==> src/rtl/wb_pkg.sv <==
// wb_pkg: shared types and constants for the writeback arbiter slice.
//
// Contents:
//   WB_*            default widths / depths used by wb_arbiter and wb_result_fifo
//   REG_ZERO        architectural zero register index (never written)
//   wb_entry_t      one buffered long-latency result (addr, data, live)
//
// wb_entry_t fields are sized by WB_ADDR_WIDTH / WB_DATA_WIDTH. Instances that
// override ADDR_WIDTH / DATA_WIDTH must keep them within these widths.
//
// Optional feature macro used by this slice: WB_BYPASS_EN (see wb_arbiter).
package wb_pkg;

    localparam int WB_DATA_WIDTH   = 32;
    localparam int WB_ADDR_WIDTH   = 5;
    localparam int WB_FIFO_DEPTH   = 4;
    localparam int WB_STARVE_LIMIT = 8;

    localparam int unsigned REG_ZERO = 0;

    // live=0 marks an entry superseded by a younger pipeline write to the
    // same register; it still occupies a slot until it reaches the head.
    typedef struct packed {
        logic [WB_ADDR_WIDTH-1:0] addr;
        logic [WB_DATA_WIDTH-1:0] data;
        logic                     live;
    } wb_entry_t;

endpackage

==> src/rtl/wb_result_fifo.sv <==
// wb_result_fifo: small buffer for out-of-order long-latency results.
//
// Ports:
//   clock, reset_n            clock and asynchronous active-low reset
//   push, push_addr/push_data write a new live entry (ignored when full)
//   pop                       retire the head entry (ignored when empty)
//   kill_en, kill_addr        mark every stored entry targeting kill_addr dead
//   q_addr, q_pending         combinational "live entry targets q_addr" query
//   full, empty               derived from the registered occupancy counter
//   head_live, head_addr,
//   head_data                 current head entry
//
// Pointers are plain binary and wrap at FIFO_DEPTH (a power of two); the
// occupancy counter runs 0..FIFO_DEPTH so full and empty are unambiguous.
module wb_result_fifo
    import wb_pkg::*;
#(
    parameter int DATA_WIDTH = WB_DATA_WIDTH,
    parameter int ADDR_WIDTH = WB_ADDR_WIDTH,
    parameter int FIFO_DEPTH = WB_FIFO_DEPTH
) (
    input  logic                  clock,
    input  logic                  reset_n,
    input  logic                  push,
    input  logic [ADDR_WIDTH-1:0] push_addr,
    input  logic [DATA_WIDTH-1:0] push_data,
    input  logic                  pop,
    input  logic                  kill_en,
    input  logic [ADDR_WIDTH-1:0] kill_addr,
    input  logic [ADDR_WIDTH-1:0] q_addr,
    output logic                  q_pending,
    output logic                  full,
    output logic                  empty,
    output logic                  head_live,
    output logic [ADDR_WIDTH-1:0] head_addr,
    output logic [DATA_WIDTH-1:0] head_data
);

    localparam int PTR_W = $clog2(FIFO_DEPTH);
    localparam int CNT_W = PTR_W + 1;
    localparam logic [CNT_W-1:0]      FULL_COUNT = CNT_W'(FIFO_DEPTH);
    localparam logic [ADDR_WIDTH-1:0] ZERO_ADDR  = ADDR_WIDTH'(REG_ZERO);

    wb_entry_t             mem [FIFO_DEPTH];
    wb_entry_t             head_entry;
    logic [PTR_W-1:0]      rd_ptr;
    logic [PTR_W-1:0]      wr_ptr;
    logic [CNT_W-1:0]      count;
    logic [FIFO_DEPTH-1:0] occupied;
    logic [FIFO_DEPTH-1:0] kill_vec;
    logic [FIFO_DEPTH-1:0] match_vec;
    logic                  do_push;
    logic                  do_pop;

    assign full    = (count == FULL_COUNT);
    assign empty   = (count == '0);
    assign do_push = push && !full;
    assign do_pop  = pop && !empty;

    assign head_entry = mem[rd_ptr];
    assign head_live  = !empty && head_entry.live;
    assign head_addr  = ADDR_WIDTH'(head_entry.addr);
    assign head_data  = DATA_WIDTH'(head_entry.data);

    // A slot holds a real entry when its distance from the read pointer is
    // below the occupancy. Everything else in mem is stale and must be
    // ignored, which is why the storage array itself needs no reset.
    always_comb begin
        logic [PTR_W-1:0] offset;
        offset    = '0;
        occupied  = '0;
        kill_vec  = '0;
        match_vec = '0;
        for (int i = 0; i < FIFO_DEPTH; i++) begin
            offset       = PTR_W'(i) - rd_ptr;
            occupied[i]  = ({1'b0, offset} < count);
            kill_vec[i]  = kill_en && occupied[i] &&
                           (mem[i].addr == WB_ADDR_WIDTH'(kill_addr));
            match_vec[i] = occupied[i] && mem[i].live &&
                           (mem[i].addr == WB_ADDR_WIDTH'(q_addr));
        end
    end

    // Uses only registered state, so an entry being pushed this cycle is
    // not yet visible to the hazard query.
    assign q_pending = (|match_vec) && (q_addr != ZERO_ADDR);

    // Entry storage. The kill vector only covers occupied slots and a push
    // only targets an unoccupied slot, so a result pushed in the same cycle
    // as a kill to its register always lands live.
    always_ff @(posedge clock) begin
        for (int i = 0; i < FIFO_DEPTH; i++) begin
            if (kill_vec[i]) begin
                mem[i].live <= 1'b0;
            end
        end
        if (do_push) begin
            mem[wr_ptr].addr <= WB_ADDR_WIDTH'(push_addr);
            mem[wr_ptr].data <= WB_DATA_WIDTH'(push_data);
            mem[wr_ptr].live <= 1'b1;
        end
    end

    always_ff @(posedge clock or negedge reset_n) begin
        if (!reset_n) begin
            rd_ptr <= '0;
            wr_ptr <= '0;
            count  <= '0;
        end else begin
            if (do_push) begin
                wr_ptr <= wr_ptr + PTR_W'(1);
            end
            if (do_pop) begin
                rd_ptr <= rd_ptr + PTR_W'(1);
            end
            if (do_push && !do_pop) begin
                count <= count + CNT_W'(1);
            end else if (do_pop && !do_push) begin
                count <= count - CNT_W'(1);
            end
        end
    end

endmodule

==> src/rtl/wb_arbiter.sv <==
// wb_arbiter: drives the register file's single write port from the in-order
// pipeline and from buffered out-of-order long-latency results.
//
// Ports:
//   clock, reset_n                       clock / asynchronous active-low reset
//   pipe_wr_en, pipe_wr_addr,
//   pipe_wr_data                         in-order result, never back-pressured
//   lat_valid, lat_ready, lat_addr,
//   lat_data                             long-latency valid/ready handshake
//   stall_req                            one-cycle request to idle the pipeline
//   q_addr, q_pending                    hazard query (combinational)
//   rf_we, rf_addr, rf_data              registered register-file write port
//   byp_valid, byp_addr, byp_data        pre-register selected write
//                                        (present only with WB_BYPASS_EN)
//
// Priority each cycle: pipeline write, then live FIFO head, then discard a
// dead FIFO head. Writes to register zero are never stored or issued.
module wb_arbiter
    import wb_pkg::*;
#(
    parameter int DATA_WIDTH   = WB_DATA_WIDTH,
    parameter int ADDR_WIDTH   = WB_ADDR_WIDTH,
    parameter int FIFO_DEPTH   = WB_FIFO_DEPTH,
    parameter int STARVE_LIMIT = WB_STARVE_LIMIT
) (
    input  logic                  clock,
    input  logic                  reset_n,
    input  logic                  pipe_wr_en,
    input  logic [ADDR_WIDTH-1:0] pipe_wr_addr,
    input  logic [DATA_WIDTH-1:0] pipe_wr_data,
    input  logic                  lat_valid,
    output logic                  lat_ready,
    input  logic [ADDR_WIDTH-1:0] lat_addr,
    input  logic [DATA_WIDTH-1:0] lat_data,
    output logic                  stall_req,
    input  logic [ADDR_WIDTH-1:0] q_addr,
    output logic                  q_pending,
`ifdef WB_BYPASS_EN
    output logic                  byp_valid,
    output logic [ADDR_WIDTH-1:0] byp_addr,
    output logic [DATA_WIDTH-1:0] byp_data,
`endif
    output logic                  rf_we,
    output logic [ADDR_WIDTH-1:0] rf_addr,
    output logic [DATA_WIDTH-1:0] rf_data
);

    localparam logic [ADDR_WIDTH-1:0] ZERO_ADDR = ADDR_WIDTH'(REG_ZERO);
    localparam int STARVE_W = $clog2(STARVE_LIMIT + 1);
    localparam logic [STARVE_W-1:0] STARVE_LAST = STARVE_W'(STARVE_LIMIT - 1);

    logic                  pipe_sel;
    logic                  head_issue;
    logic                  fifo_push;
    logic                  fifo_pop;
    logic                  fifo_full;
    logic                  fifo_empty;
    logic                  head_live;
    logic [ADDR_WIDTH-1:0] head_addr;
    logic [DATA_WIDTH-1:0] head_data;
    logic                  sel_we;
    logic [ADDR_WIDTH-1:0] sel_addr;
    logic [DATA_WIDTH-1:0] sel_data;
    logic [STARVE_W-1:0]   starve_cnt;

    // Ready comes from registered occupancy only, so a full buffer refuses
    // a push even in a cycle where it also pops.
    assign lat_ready = !fifo_full;
    assign fifo_push = lat_valid && lat_ready && (lat_addr != ZERO_ADDR);

    wb_result_fifo #(
        .DATA_WIDTH (DATA_WIDTH),
        .ADDR_WIDTH (ADDR_WIDTH),
        .FIFO_DEPTH (FIFO_DEPTH)
    ) u_fifo (
        .clock     (clock),
        .reset_n   (reset_n),
        .push      (fifo_push),
        .push_addr (lat_addr),
        .push_data (lat_data),
        .pop       (fifo_pop),
        .kill_en   (pipe_sel),
        .kill_addr (pipe_wr_addr),
        .q_addr    (q_addr),
        .q_pending (q_pending),
        .full      (fifo_full),
        .empty     (fifo_empty),
        .head_live (head_live),
        .head_addr (head_addr),
        .head_data (head_data)
    );

    // A pipeline write to register zero counts as idle so the buffer can
    // drain in that slot. Whenever the pipeline does not write, the head is
    // popped whether live (issued) or dead (dropped without a write).
    always_comb begin
        pipe_sel   = pipe_wr_en && (pipe_wr_addr != ZERO_ADDR);
        head_issue = !pipe_sel && head_live;
        fifo_pop   = !pipe_sel && !fifo_empty;
        sel_we     = 1'b0;
        sel_addr   = '0;
        sel_data   = '0;
        if (pipe_sel) begin
            sel_we   = 1'b1;
            sel_addr = pipe_wr_addr;
            sel_data = pipe_wr_data;
        end else if (head_issue) begin
            sel_we   = 1'b1;
            sel_addr = head_addr;
            sel_data = head_data;
        end
    end

`ifdef WB_BYPASS_EN
    assign byp_valid = sel_we;
    assign byp_addr  = sel_addr;
    assign byp_data  = sel_data;
`endif

    always_ff @(posedge clock or negedge reset_n) begin
        if (!reset_n) begin
            rf_we   <= 1'b0;
            rf_addr <= '0;
            rf_data <= '0;
        end else begin
            rf_we   <= sel_we;
            rf_addr <= sel_addr;
            rf_data <= sel_data;
        end
    end

    // Counts cycles a live head is passed over. On reaching the limit it
    // raises stall_req for one cycle and restarts; the pipeline then leaves
    // a slot free the following cycle in which the head is issued.
    always_ff @(posedge clock or negedge reset_n) begin
        if (!reset_n) begin
            starve_cnt <= '0;
            stall_req  <= 1'b0;
        end else begin
            stall_req <= 1'b0;
            if (fifo_pop || fifo_empty) begin
                starve_cnt <= '0;
            end else if (head_live && !head_issue) begin
                if (starve_cnt == STARVE_LAST) begin
                    starve_cnt <= '0;
                    stall_req  <= 1'b1;
                end else begin
                    starve_cnt <= starve_cnt + STARVE_W'(1);
                end
            end
        end
    end

endmodule

==> config.mk <==
export PLATFORM = sky130hd
export DESIGN_NAME = wb_arbiter
export DESIGN_NICKNAME = d
export VERILOG_FILES = /design/src/rtl/wb_pkg.sv /design/src/rtl/wb_result_fifo.sv /design/src/rtl/wb_arbiter.sv
export SDC_FILE = /design/constraint.sdc
export NUM_CORES = 1
export LEC_CHECK = 0
export ABC_CLOCK_PERIOD_IN_PS = 3100
export CORE_MARGIN = 2
export CORE_UTILIZATION = 54
export DETAILED_ROUTE_END_ITERATION = 8
export GPL_ROUTABILITY_DRIVEN = 0
export PLACE_DENSITY = 0.8
export SLEW_MARGIN = 20
export SYNTH_ARGS = -nofsm -noshare
export SYNTH_HDL_FRONTEND = slang
export SYNTH_SLANG_ARGS = --single-unit
==> constraint.sdc <==
create_clock -name clock -period 3.1 [get_ports clock]
set_input_delay 0.465 -clock clock [delete_from_list [all_inputs] [get_ports clock]]
set_output_delay 0.465 -clock clock [all_outputs]
set_load 0.005 [all_outputs]
* Yosys cells after proc, flatten, opt, wreduce, memory -nomap -nowiden
Memories as Yosys holds them, arrays and structs flattened. Index checks and enable logic that the tools add are counted.
Storage, ports and cells: register bits 50, bits in writable memories 152, input port bits 83, output and inout bits 41, logic and storage cells 98, memories kept 1
Memory list:
- u_fifo.mem | words 4, bits a word 38, rd ports 5, clocked after Yosys merged registers in 0, wr ports 5, line wb_result_fifo.sv:44 | wb_entry_t mem [FIFO_DEPTH];
Operators by class: add/sub/neg operators 9, $lt $le $gt $ge 4, equality and inequality tests 10, multiplexer cells 24, reduce and logical (&&, ||, !) cells 42
Operators by type and width (number):
- $mux 32 | 2
- $eq 5x5->1 | 8
- $logic_and 1x1->1 | 28
- $mux 1 | 15
- $reduce_bool 5->1 | 3
- $lt 2x3->1 | 4
- $mux 4 | 3
- $mux 5 | 2
- $logic_not 1->1 | 6
- $mux 3 | 2
- $add 2x1->2 const B | 2
- $add 4x1->4 const B | 1
- $eq 4x3->1 const B | 1
- $reduce_bool 2->1 | 2
- $reduce_or 4->1 | 1
- $sub 1x2->2 const A | 2
- $sub 2x2->2 const A | 2
- $add 3x1->3 const B | 1
- $eq 3x3->1 const B | 1
- $logic_not 3->1 | 1
- $sub 3x1->3 const B | 1
- $logic_or 1x1->1 | 1

* Depth between registers and ports, before layout
Gate-level depths: netlist (run 1).
depth in word-level cells 9, depth in mapped cells 12, mapped depth without buffers 10

* Modules after synthesis
A second synthesis (run 1) with hierarchy kept.
Second synthesis, totals: cells, all modules 516, area, all modules 8572.0 µm²
By module, submodules not included:
- wb_result_fifo | times used 1, cells each 329, area each 6543.8 µm², seq. area each 4699.5 µm²
- wb_arbiter | times used 1, cells each 187, area each 2028.2 µm², seq. area each 1076.0 µm²

* Worst setup path before layout (run 1)
Ideal clock, no wire load.
kind input-to-reg, start in pipe_wr_addr[2], end reg u_fifo.count[1], setup time 0.125 ns, arrival 2.579 ns, data required time 2.975 ns, setup slack 0.396 ns, cell stages on the path 10, buffers on the path 2, path through buf_2 > or4_1 > o21a_1 > buf_6 > nor2b_2 > inv_1 > ha_1 > inv_1 > fa_1 > mux2_2
Between the ends: cells in the longest elaborated chain, start to end 8, elaborated cells on any way between the ends 10, those cells by class 1 x mux; 9 x reduce/logical
Ends and longest elaborated chain:
- from (decl) | line wb_arbiter.sv:29 | input logic [ADDR_WIDTH-1:0] pipe_wr_addr,
- $reduce_bool 5->1 * | line wb_arbiter.sv:97 | pipe_sel = pipe_wr_en && (pipe_wr_addr != ZERO_ADDR);
- $logic_and 1x1->1 * | line wb_arbiter.sv:97
- $logic_not 1->1 * | line wb_arbiter.sv:99 | fifo_pop = !pipe_sel && !fifo_empty;
- $logic_and 1x1->1 * | line wb_arbiter.sv:99
- $logic_and 1x1->1 * | line wb_result_fifo.sv:58 | assign do_pop = pop && !empty;
- $logic_not 1->1 | line wb_result_fifo.sv:116 | if (do_push && !do_pop) begin
- $logic_and 1x1->1 | line wb_result_fifo.sv:116
- $mux 3 / $reduce_bool 2->1 (equally long branches)
- to (signal assigned) | line wb_result_fifo.sv:117 | count <= count + CNT_W'(1);
- to (signal assigned) | line wb_result_fifo.sv:119 | count <= count - CNT_W'(1);
- to (decl) | line wb_result_fifo.sv:48 | logic [CNT_W-1:0] count;
Every way passes the cells marked *; elsewhere a longest branch is shown, timed or not. A chain may end at the register's enable or synchronous reset.

* Final worst setup path (run 1)
start reg u_fifo.rd_ptr[1], end out q_pending
Between the ends: cells in the longest elaborated chain, start to end 6, elaborated cells on any way between the ends 18, those cells by class 4 x add/sub; 4 x order compare; 10 x reduce/logical
Ends and longest elaborated chain:
- from (decl) | line wb_result_fifo.sv:46 | logic [PTR_W-1:0] rd_ptr;
- from (signal assigned) | line wb_result_fifo.sv:114 | rd_ptr <= rd_ptr + PTR_W'(1);
- $sub 1x2->2 / $sub 2x2->2 (equally long branches) | line wb_result_fifo.sv:75 | offset = PTR_W'(i) - rd_ptr;
- $lt 2x3->1 | line wb_result_fifo.sv:76 | occupied[i] = ({1'b0, offset} < count);
- $logic_and 1x1->1 (2 in a row) | line wb_result_fifo.sv:79 | match_vec[i] = occupied[i] && mem[i].live &&
- $reduce_or 4->1 * | line wb_result_fifo.sv:86 | assign q_pending = (|match_vec) && (q_addr != ZERO_ADDR);
- $logic_and 1x1->1 * | line wb_result_fifo.sv:86
- to (decl) | line wb_arbiter.sv:37 | output logic q_pending,
Marked as above.

==> out/results.txt, run 1 <==
Status = finished clean
Gr ovfl total = 0
DR iter-0 viols = 396
CTS tree = done
Int Pwr = 6.81 mW
Flop pwr share = 0.414
Largest net degree at the start of global routing = 40
Die W = 127 um
RSZ-0062 raised after global routing = no
Final slew viol count = 0
Clock Pin Slew Worst Setup and Hold Paths = 0.06 ns
Yosys reg bits = 202
PortBufs = 123
Slowest cell on the critical path = dfrtp_2
Combinational group share of total power = 0.320
First-pass GRT wire length = 27000 um
Most common cell after layout, fill and taps aside = edfxtp_1
Pre-CTS WS = 0.0667 ns
Drt total wl = 17600 um
Final Hold Viols = 0
Worst vdd ir = 0.620 mV
DIE AREA = 16100 um^2
Clk Latency, worst-skew pair = 0.48 ns
Crit path time final = 2.68 ns
FF-to-FF setup slack = 0.69 ns
Fin nets = 678
Final core occ = 0.714
I/O pins = 124
Synth warn = 0
Synthesized area = 8150 um^2
Sw Pwr = 2.67 mW
DR vias = 4629
Worst EP required = 2.63 ns
Global Route Usage Sum = 0.221
Avg Cell Area, Syn = 18.5 um^2
Top delay family on crit path = compound AO/OA/AOI/OAI gates
Startpoint types = flop
Worst slew margin = 0.438
CP Class = reg2out
FF-to-FF End = rf_data[13]
CTS root buffer = clkbuf_16
Most frequent cells in the layout = edfxtp_1, clkdlybuf4s50_1, dfrtp_1, a22o_1, mux4_2
Crit path largest cell delay = 0.40 ns
Data arrival, critical path = 2.22 ns
Fmax = 0.373 GHz
# Max-Cap Violations = 0
Power Density = 906 nW/um^2
Row count = 44
Clock network power share = 0.266
Vias per Instance = 5.90
Area Growth Syn to Fin = 28.4%
CP Max Fanout = 4
Post-synthesis sequential area ratio = 0.709
Post-synthesis instance total = 441
Worst-case clock buffer depth = 3
Mapped Nets = 535
Drt pass-1 iters = 4
Vert. Die Dim = 127 um
Remaining DRCs = 0
Worst-Margin Slew = 0.843 ns
Final setup fails = 0
Vias in the first global route = 4848
Min-delay worst type = in2async
Clock skew = 0.0119 ns
Final WS setup = 0.419 ns
Kind of end point of the critical path = output port
Core Region = 14600 um^2
Initial antenna violation count = 1
Worst Path Buf+Inv = 2
Share of cells above drive strength 1 = 0.189
Yosys cell types = 37
RR Startpoint = u_fifo.rd_ptr[1]
Crit-path cells = inv_1, ha_1, a21boi_0, o21ba_2, nor4_2, o21bai_4, o22a_1, dlymetal6s2s_1
Detailed placement HPWL = 11100 um
Reg2Reg Depth = 7
Clk sinks = 202
WL per Instance = 22.5 um
Sw Share = 0.282
Overall power = 9.48 mW
Leakage = 3.80 nW
Tcrit/Tclk final = 0.865
Antenna Nets Post-Route = 0
Starting Density = 0.556
H-tree Lvls = 1
Fin Setup TNS = 0 ns
Num CTS Buffers = 21
[layout make-up]
cell class                      count  area, um^2
Clock buffer                       29         576
Timing Repair Buffer              149        1500
Tap cell                          184         230
Inverter                            7        26.3
Fill cell                         908        4180
Sequential cell                   202        5780
Clock inverter                      9         123
Antenna cell                        1        2.50
Multi-Input combinational cell    203        2230
[cells in the mapped netlist]
cell type,count,area [um^2]
xor2_1,22,193
nand2_1,9,33.8
mux4_2,38,856
edfxtp_1,148,4440
o21ba_2,1,10.0
nor3_1,2,10.0
nand4_1,7,43.8
nand2b_1,2,12.5
o21bai_1,2,15.0
mux2i_1,2,20.0
o22a_1,1,8.76
buf_1,4,15.0
a21oi_1,5,25.0
a21bo_2,1,10.0
nor4_1,2,12.5
and2_1,4,25.0
a21boi_0,1,7.51
or4_1,5,37.5
dfxtp_1,4,80.1
nor2_8,1,20.0
clkbuf_1,15,56.3
o211ai_1,2,15.0
or3_1,2,12.5
o2111ai_1,2,17.5
inv_1,7,26.3
mux2_2,2,22.5
buf_2,5,25.0
xnor2_1,26,228
a22o_1,40,350
nor2_1,9,33.8
dfrtp_1,50,1250
ha_1,10,125
o21a_1,1,7.51
o21ai_0,2,10.0
nor2b_2,1,8.76
fa_1,1,20.0
buf_6,5,56.3
[sequential cells by signal, summed over array words and instances, names as in the netlist]
name,cells
rf_we,1
u_fifo.count,3
rf_addr,5
u_fifo.mem,152
u_fifo.rd_ptr,2
rf_data,32
stall_req,1
u_fifo.wr_ptr,2
starve_cnt,4
[power groups by stage]
stage                     clock (mW)  combinational (mW)  sequential (mW)
after floorplan                    0                1.76             3.90
after global placement             0                2.86             3.92
after detailed placement           0                2.94             3.97
after CTS                       2.57                3.04             3.92
after global routing            2.68                3.27             3.98
final                           2.52                3.04             3.92
[layer usage]
layer	track usage	vias to the layer above	wire, um
li1	-	2018	-
met1	0.302	2408	7330
met2	0.372	169	8890
met3	0.0405	34	1050
met4	0.0627	0	368
met5	0	-	0
[worst max path at each step]
stage                                start               to  cells after the start  slack [ns]
after detailed placement   pipe_wr_addr[1]  u_fifo.count[1]                      9        0.07
after global placement     pipe_wr_addr[1]  u_fifo.count[1]                      9        0.12
final                     u_fifo.rd_ptr[1]        q_pending                      8        0.42
after CTS                 u_fifo.rd_ptr[1]        q_pending                      8       0.003
after floorplan            pipe_wr_addr[2]  u_fifo.count[1]                     10        0.40
after global routing      u_fifo.rd_ptr[0]        q_pending                      8        0.32
[cells by family (layout without fill, tap and decap cells)]
group,after synthesis,after routing,synth area share
xor+xnor,48,48,0.0516
simple gates,44,44,0.0307
compound gates,58,58,0.0585
mux,42,42,0.110
other cells,0,1,0
buf+inv,36,194,0.0220
fa+ha+maj,11,11,0.0178
flops,202,202,0.709
[repair_timing]
| action | CTS | global route |
|---|---|---|
| pin swaps | 2 | 5 |
| setup endpoints to repair | 1 | 1 |
| gates resized for setup | 6 | 6 |
| buffers inserted | 3 | 0 |
| hold buffers | 0 | 0 |
[stage by stage]
stage | cell area [um^2] | hold slack, ns | instances
2_1_floorplan | 8150 | 0.169 | 441
3_3_place_gp | 9690 | 0.511 | 742
3_5_place_dp | 9690 | 0.518 | 742
4_1_cts | 10400 | 0.115 | 783
5_1_grt | 10500 | 0.140 | 783
6_report | 10500 | 0.0948 | 784
(Power assumes the default switching activity.)
==> inputs of run 2 (changes only) <==
--- a/config.mk
+++ b/config.mk
@@ -6,6 +6,8 @@
 export NUM_CORES = 1
 export LEC_CHECK = 0
 export ABC_CLOCK_PERIOD_IN_PS = 3100
+export CAP_MARGIN = 20
+export CORE_ASPECT_RATIO = 0.5
 export CORE_MARGIN = 2
 export CORE_UTILIZATION = 54
 export DETAILED_ROUTE_END_ITERATION = 8
==> run 2 against run 1 <==
Against the previous run:
- first-iteration DRC count is 17% lower
- sequential share of layout area rose by 0.99 points
- design area fell by 1.8%
- largest power group unchanged
- combinational power decreased by 2%
- sequential power about the same
- largest cell class unchanged
- global-route usage increased by 0.17 points
==> out/results.txt, run 2 (same netlist as run 1, synthesis figures left out) <==
FF-to-FF setup slack = 0.77 ns (+0.08 ns)
FF-to-FF End = u_fifo.count[2]
Area Growth Syn to Fin = 26.2%
H-tree Lvls = 1 (unchanged)
Die W = 178 um (+40%)
Final slew viol count = 0 (unchanged)
Antenna Nets Post-Route = 0 (unchanged)
Clk Latency, worst-skew pair = 0.49 ns (about the same)
Reg2Reg Depth = 10 (+3)
Crit-path cells = xnor2_2, ha_1, a21oi_2, o211ai_1, o21ai_1, o22a_1, dlymetal6s2s_1
Kind of end point of the critical path = output port
Drt total wl = 17100 um (-2.8%)
Remaining DRCs = 0 (unchanged)
Drt pass-1 iters = 4 (unchanged)
Final Hold Viols = 0 (unchanged)
Crit path time final = 2.63 ns (-0.0478 ns)
PortBufs = 123 (unchanged)
Min-delay worst type = in2async
Clock Pin Slew Worst Setup and Hold Paths = 0.06 ns (about the same)
Worst vdd ir = 0.571 mV (-7.8%)
RR Startpoint = u_fifo.count[1]
Number of stages on the worst setup path = 7 (-1)
Largest regs = u_fifo.mem: 152 flops, rf_data: 32 flops, rf_addr: 5 flops
RSZ-0062 raised after global routing = no
Initial antenna violation count = 0 (-1)
Slowest cell on the critical path = dfrtp_2
Status = finished clean
CTS tree = done
Clock skew = 0.0183 ns (+0.00641 ns)
Clk sinks = 202 (unchanged)
DIE AREA = 16100 um^2 (+0.37%)
CP Class = reg2out
Detailed placement HPWL = 11200 um (+0.97%)
CTS root buffer = clkbuf_16
Crit path largest cell delay = 0.44 ns (+0.04 ns)
Num CTS Buffers = 19 (-9.5%)
Worst slew margin = 0.572 (+0.134)
Core Region = 14600 um^2 (-0.41%)
Biggest register = u_fifo.mem
First-pass GRT wire length = 26600 um (-1.4%)
Vias in the first global route = 4698 (-3.1%)
WL per Instance = 21.7 um (-3.4%)
Fin Setup TNS = 0 ns (unchanged)
Overall power = 9.02 mW (-4.9%)
Diode count = 0 (-1)
Starting Density = 0.559 (+0.00229)
Largest net degree at the start of global routing = 40 (unchanged)
Worst-Margin Slew = 0.643 ns (-0.200 ns)
DR vias = 4440 (-4.1%)
Tcrit/Tclk final = 0.850 (-0.0154)
Worst EP required = 2.63 ns (about the same)
Most common cell after layout, fill and taps aside = edfxtp_1
Top delay family on crit path = compound AO/OA/AOI/OAI gates
Vert. Die Dim = 90.8 um (-28%)
Global Route Usage Sum = 0.223 (+0.00174)
Max reg flops = 152 (unchanged)
Critical Path Start = u_fifo.rd_ptr[1]
CP Max Fanout = 4 (unchanged)
DR iter-0 viols = 327 (-17%)
Min Hold Slack = 0.516 ns (+0.421 ns)
Startpoint types = flop
# Max-Cap Violations = 0 (unchanged)
Fmax = 0.380 GHz (+1.8%)
Vias per Instance = 5.63 (-4.7%)
Fin nets = 672 (-0.88%)
Leakage = 3.71 nW (-2.3%)
Gr ovfl total = 0 (unchanged)
Worst Path Buf+Inv = 1 (-1)
Power Density = 878 nW/um^2 (-3.2%)
Share of cells above drive strength 1 = 0.178 (-0.0110)
Most frequent cells in the layout = edfxtp_1, clkdlybuf4s50_1, dfrtp_1, a22o_1, mux4_2
Data arrival, critical path = 2.17 ns (-0.05 ns)
I/O pins = 124 (unchanged)
Row count = 31 (-30%)
Final setup fails = 0 (unchanged)
Worst-case clock buffer depth = 3 (unchanged)
## run 2: cell count changes in the layout (fill, tap and decap cells not counted), sizes merged
cell	before	now
buf	27	22
clkbuf	29	25
bufinv	3	0
clkinv	4	7
clkinvlp	1	0
diode	1	0
dlygate4sd3	0	1
inv	8	9
## run 2: per-layer routing
metal	GRT usage	wire length (um)	share of wire
met4	0.0519	305	0.018
met2	0.373	8600	0.50
met1	0.305	7320	0.43
met3	0.0446	923	0.054
met5	0	0	0
## run 2: how the worst max path moves through the flow
stage,to,slack [ns]
CTS,q_pending,0.009
floorplan,u_fifo.count[1],0.40
detailed placement,u_fifo.count[1],0.11
finish,q_pending,0.47
global route,q_pending,0.34
global placement,u_fifo.count[1],0.14
## run 2: metrics by stage
stage          area [um^2]  cells  setup slack (ns)  utilization
2_1_floorplan         8150    441             0.396            -
5_1_grt              10300    789             0.339        0.705
3_3_place_gp          9660    752             0.145        0.662
6_report             10300    789             0.466        0.705
4_1_cts              10200    788           0.00931        0.703
3_5_place_dp          9660    752             0.108        0.662
## run 2: area by class of cell
cell class,count,area [um^2]
flip-flops and latches,202,5780
inverters,7,26.3
clock buffers,25,518
well taps,198,248
clock inverters,9,55.1
repair buffers,145,1430
fillers,945,4310
multi-input cells,203,2220
## run 2: report_power, final
part	leakage, nW	internal [mW]	switching [mW]	total, mW
Clock	0.284	1.19	0.959	2.15
Combinational	1.43	1.57	1.39	2.97
Sequential	2.00	3.63	0.279	3.91
## run 2: what timing repair did
action                                  CTS  global route
hold endpoints to repair                 15             0
hold buffers                              1             0
endpoints found under the setup margin    1             1
pin swaps                                 2             3
gates resized for setup                   2             5
setup buffers                             1             1
==> inputs of run 3 (changes only) <==
--- a/config.mk
+++ b/config.mk
@@ -5,7 +5,7 @@
 export SDC_FILE = /design/constraint.sdc
 export NUM_CORES = 1
 export LEC_CHECK = 0
-export ABC_CLOCK_PERIOD_IN_PS = 3100
+export ABC_CLOCK_PERIOD_IN_PS = 2600
 export CAP_MARGIN = 20
 export CORE_ASPECT_RATIO = 0.5
 export CORE_MARGIN = 2
==> constraint.sdc (replaced) <==
create_clock -name clock -period 2.6 [get_ports clock]
set_input_delay 0.39 -clock clock [delete_from_list [all_inputs] [get_ports clock]]
set_output_delay 0.39 -clock clock [all_outputs]
set_load 0.005 [all_outputs]
==> run 3 against run 2 <==
Against the previous run:
- design area is 1.8% higher
- worst hold slack worse by 0.029 ns
- sequential cell count stayed put
- critical path type unchanged
- register-to-register slack worse by 0.41 ns
==> out/results.txt, run 3 (same netlist as run 1, synthesis figures left out) <==
Kind of end point of the critical path = output port
Startpoint types = flop
Critical Path Start = u_fifo.rd_ptr[1]
Largest net degree at the start of global routing = 40 (unchanged)
M1 WL = 7180 um (-1.9%)
Tcrit/Tclk final = 0.961
DIE AREA = 16100 um^2 (unchanged)
# Max-Cap Violations = 0 (unchanged)
Max reg flops = 152 (unchanged)
Worst-case clock buffer depth = 3 (unchanged)
Share of cells above drive strength 1 = 0.200 (+0.0220)
Reg2Reg Depth = 10 (unchanged)
Crit path time final = 2.50 ns
Most frequent cells in the layout = edfxtp_1, clkdlybuf4s50_1, dfrtp_1, a22o_1, mux4_2
Clk Latency, worst-skew pair = 0.48 ns (about the same)
Drt total wl = 16600 um (-3.3%)
Diode count = 0 (unchanged)
Antenna Nets Post-Route = 0 (unchanged)
Pre-CTS WS = -0.275 ns (-0.383 ns)
Crit-path cells = inv_1, ha_1, a21boi_0, o21ba_2, nor4_2, o21bai_1, o22a_1, buf_2
Final WS setup = 0.101 ns (-0.366 ns)
Cell Count Post-Placement = 769 (+2.3%)
PortBufs = 123 (unchanged)
Die W = 178 um (unchanged)
DR vias = 4503 (+1.4%)
Drt pass-1 iters = 5 (+1)
Filler cell count = 943 (-0.21%)
Starting Density = 0.559 (unchanged)
Fin Setup TNS = 0 ns (unchanged)
CP Class = reg2out
Worst EP required = 2.21 ns (-0.42 ns)
Final Hold Viols = 0 (unchanged)
Gr ovfl total = 0 (unchanged)
Slowest cell on the critical path = dfrtp_2
Final setup fails = 0 (unchanged)
Data arrival, critical path = 2.11 ns (-0.06 ns)
FF-to-FF setup slack = 0.36 ns (-0.41 ns)
Remaining DRCs = 0 (unchanged)
Vias per Instance = 5.60 (-0.47%)
Clk sinks = 202 (unchanged)
Vias in the first global route = 4748 (+1.1%)
H-tree Lvls = 1 (unchanged)
CTS root buffer = clkbuf_16
Min-delay worst type = in2async
Fmax = 0.400 GHz
Worst-Margin Slew = 0.683 ns (+0.0407 ns)
Core Region = 14600 um^2 (unchanged)
Largest regs = u_fifo.mem: 152 flops, rf_data: 32 flops, rf_addr: 5 flops
DR top layer = met4
Worst vdd ir = 0.511 mV (-11%)
Most common cell after layout, fill and taps aside = edfxtp_1
Clock Pin Slew Worst Setup and Hold Paths = 0.07 ns (about the same)
Initial antenna violation count = 0 (unchanged)
RR Startpoint = u_fifo.count[1]
I/O pins = 124 (unchanged)
Biggest register = u_fifo.mem
DR iter-0 viols = 286 (-13%)
Layout Cells excl Fill = 804 (+1.9%)
Fin nets = 688 (+2.4%)
Min Hold Slack = 0.487 ns (-0.0288 ns)
Row count = 31 (unchanged)
CTS tree = done
FF-to-FF End = u_fifo.count[2]
Clock skew = 0.0168 ns (-0.00154 ns)
CP Max Fanout = 3 (-1)
First-pass GRT wire length = 26100 um (-2.0%)
Global Route Usage Sum = 0.215 (-0.00828)
Wire length on met2 = 8260 um (-3.9%)
Final slew viol count = 0 (unchanged)
Crit path to = q_pending
Detailed placement HPWL = 11100 um (-1.4%)
WL per Instance = 20.6 um (-5.1%)
Leakage = 3.79 nW (+2.0%)
Worst slew margin = 0.544 (-0.0271)
Status = finished clean
Power Density = 1040 nW/um^2 (+18%)
WL met3 = 855 um (-7.4%)
Num CTS Buffers = 18 (-1)
Final core occ = 0.717 (+0.0127)
Vert. Die Dim = 90.8 um (unchanged)
Area Growth Syn to Fin = 28.4%
Crit path largest cell delay = 0.40 ns (-0.04 ns)
run 3: how the worst min path moves through the flow:
stage	slack, ns	endpoint	cells past startpoint	start
3_3_place_gp	0.45	rf_data[8]	1	reset_n
6_report	0.49	rf_data[9]	2	reset_n
4_1_cts	0.49	rf_data[13]	2	pipe_wr_data[13]
3_5_place_dp	0.47	rf_data[9]	1	reset_n
2_1_floorplan	0.09	rf_addr[0]	0	reset_n
5_1_grt	0.50	rf_data[16]	2	pipe_wr_data[16]
run 3: worst max-delay path, delay by kind of cell, from the launching register on:
kind            cells  cell delay [ns]
simple gates        1             0.12
fa+ha+maj           1             0.28
buf+inv             2             0.16
flops               1             0.40
compound gates      4             0.68
run 3: layout make-up:
class                   count  area [um^2]  area share
inverters                   7         26.3     0.00251
multi-input cells         203         2240       0.214
repair buffers            162         1630       0.156
flip-flops and latches    202         5780       0.552
well taps                 198          248      0.0237
clock buffers              27          504      0.0482
clock inverters             5         37.5     0.00359
run 3: per-layer routing:
metal	up-vias	global-route usage
met5	-	0
met4	0	0.0512
met3	25	0.0434
met2	128	0.353
met1	2316	0.299
li1	2034	-
run 3: stage by stage:
step / cell area (um^2) / power (mW)
after detailed placement: 9860 / 8.36
final: 10500 / 10.8
after global routing: 10500 / 11.4
after CTS: 10400 / 10.9
after global placement: 9860 / 8.26
after floorplan: 8150 / 6.75
run 3: timing repair:
action                                 4_1_cts  5_1_grt
pin swaps                                    3        4
setup endpoints to repair                    1        1
endpoints found under the hold margin       24        0
resized for setup                            8        3
hold buffers                                 1        0
setup buffers                                1        1
run 3: power breakdown:
part | leakage, nW | total [mW] | internal [mW] | switching [mW]
Combinational | 1.53 | 3.75 | 2.09 | 1.66
Clock | 0.261 | 2.45 | 1.35 | 1.10
Sequential | 2.00 | 4.64 | 4.32 | 0.320
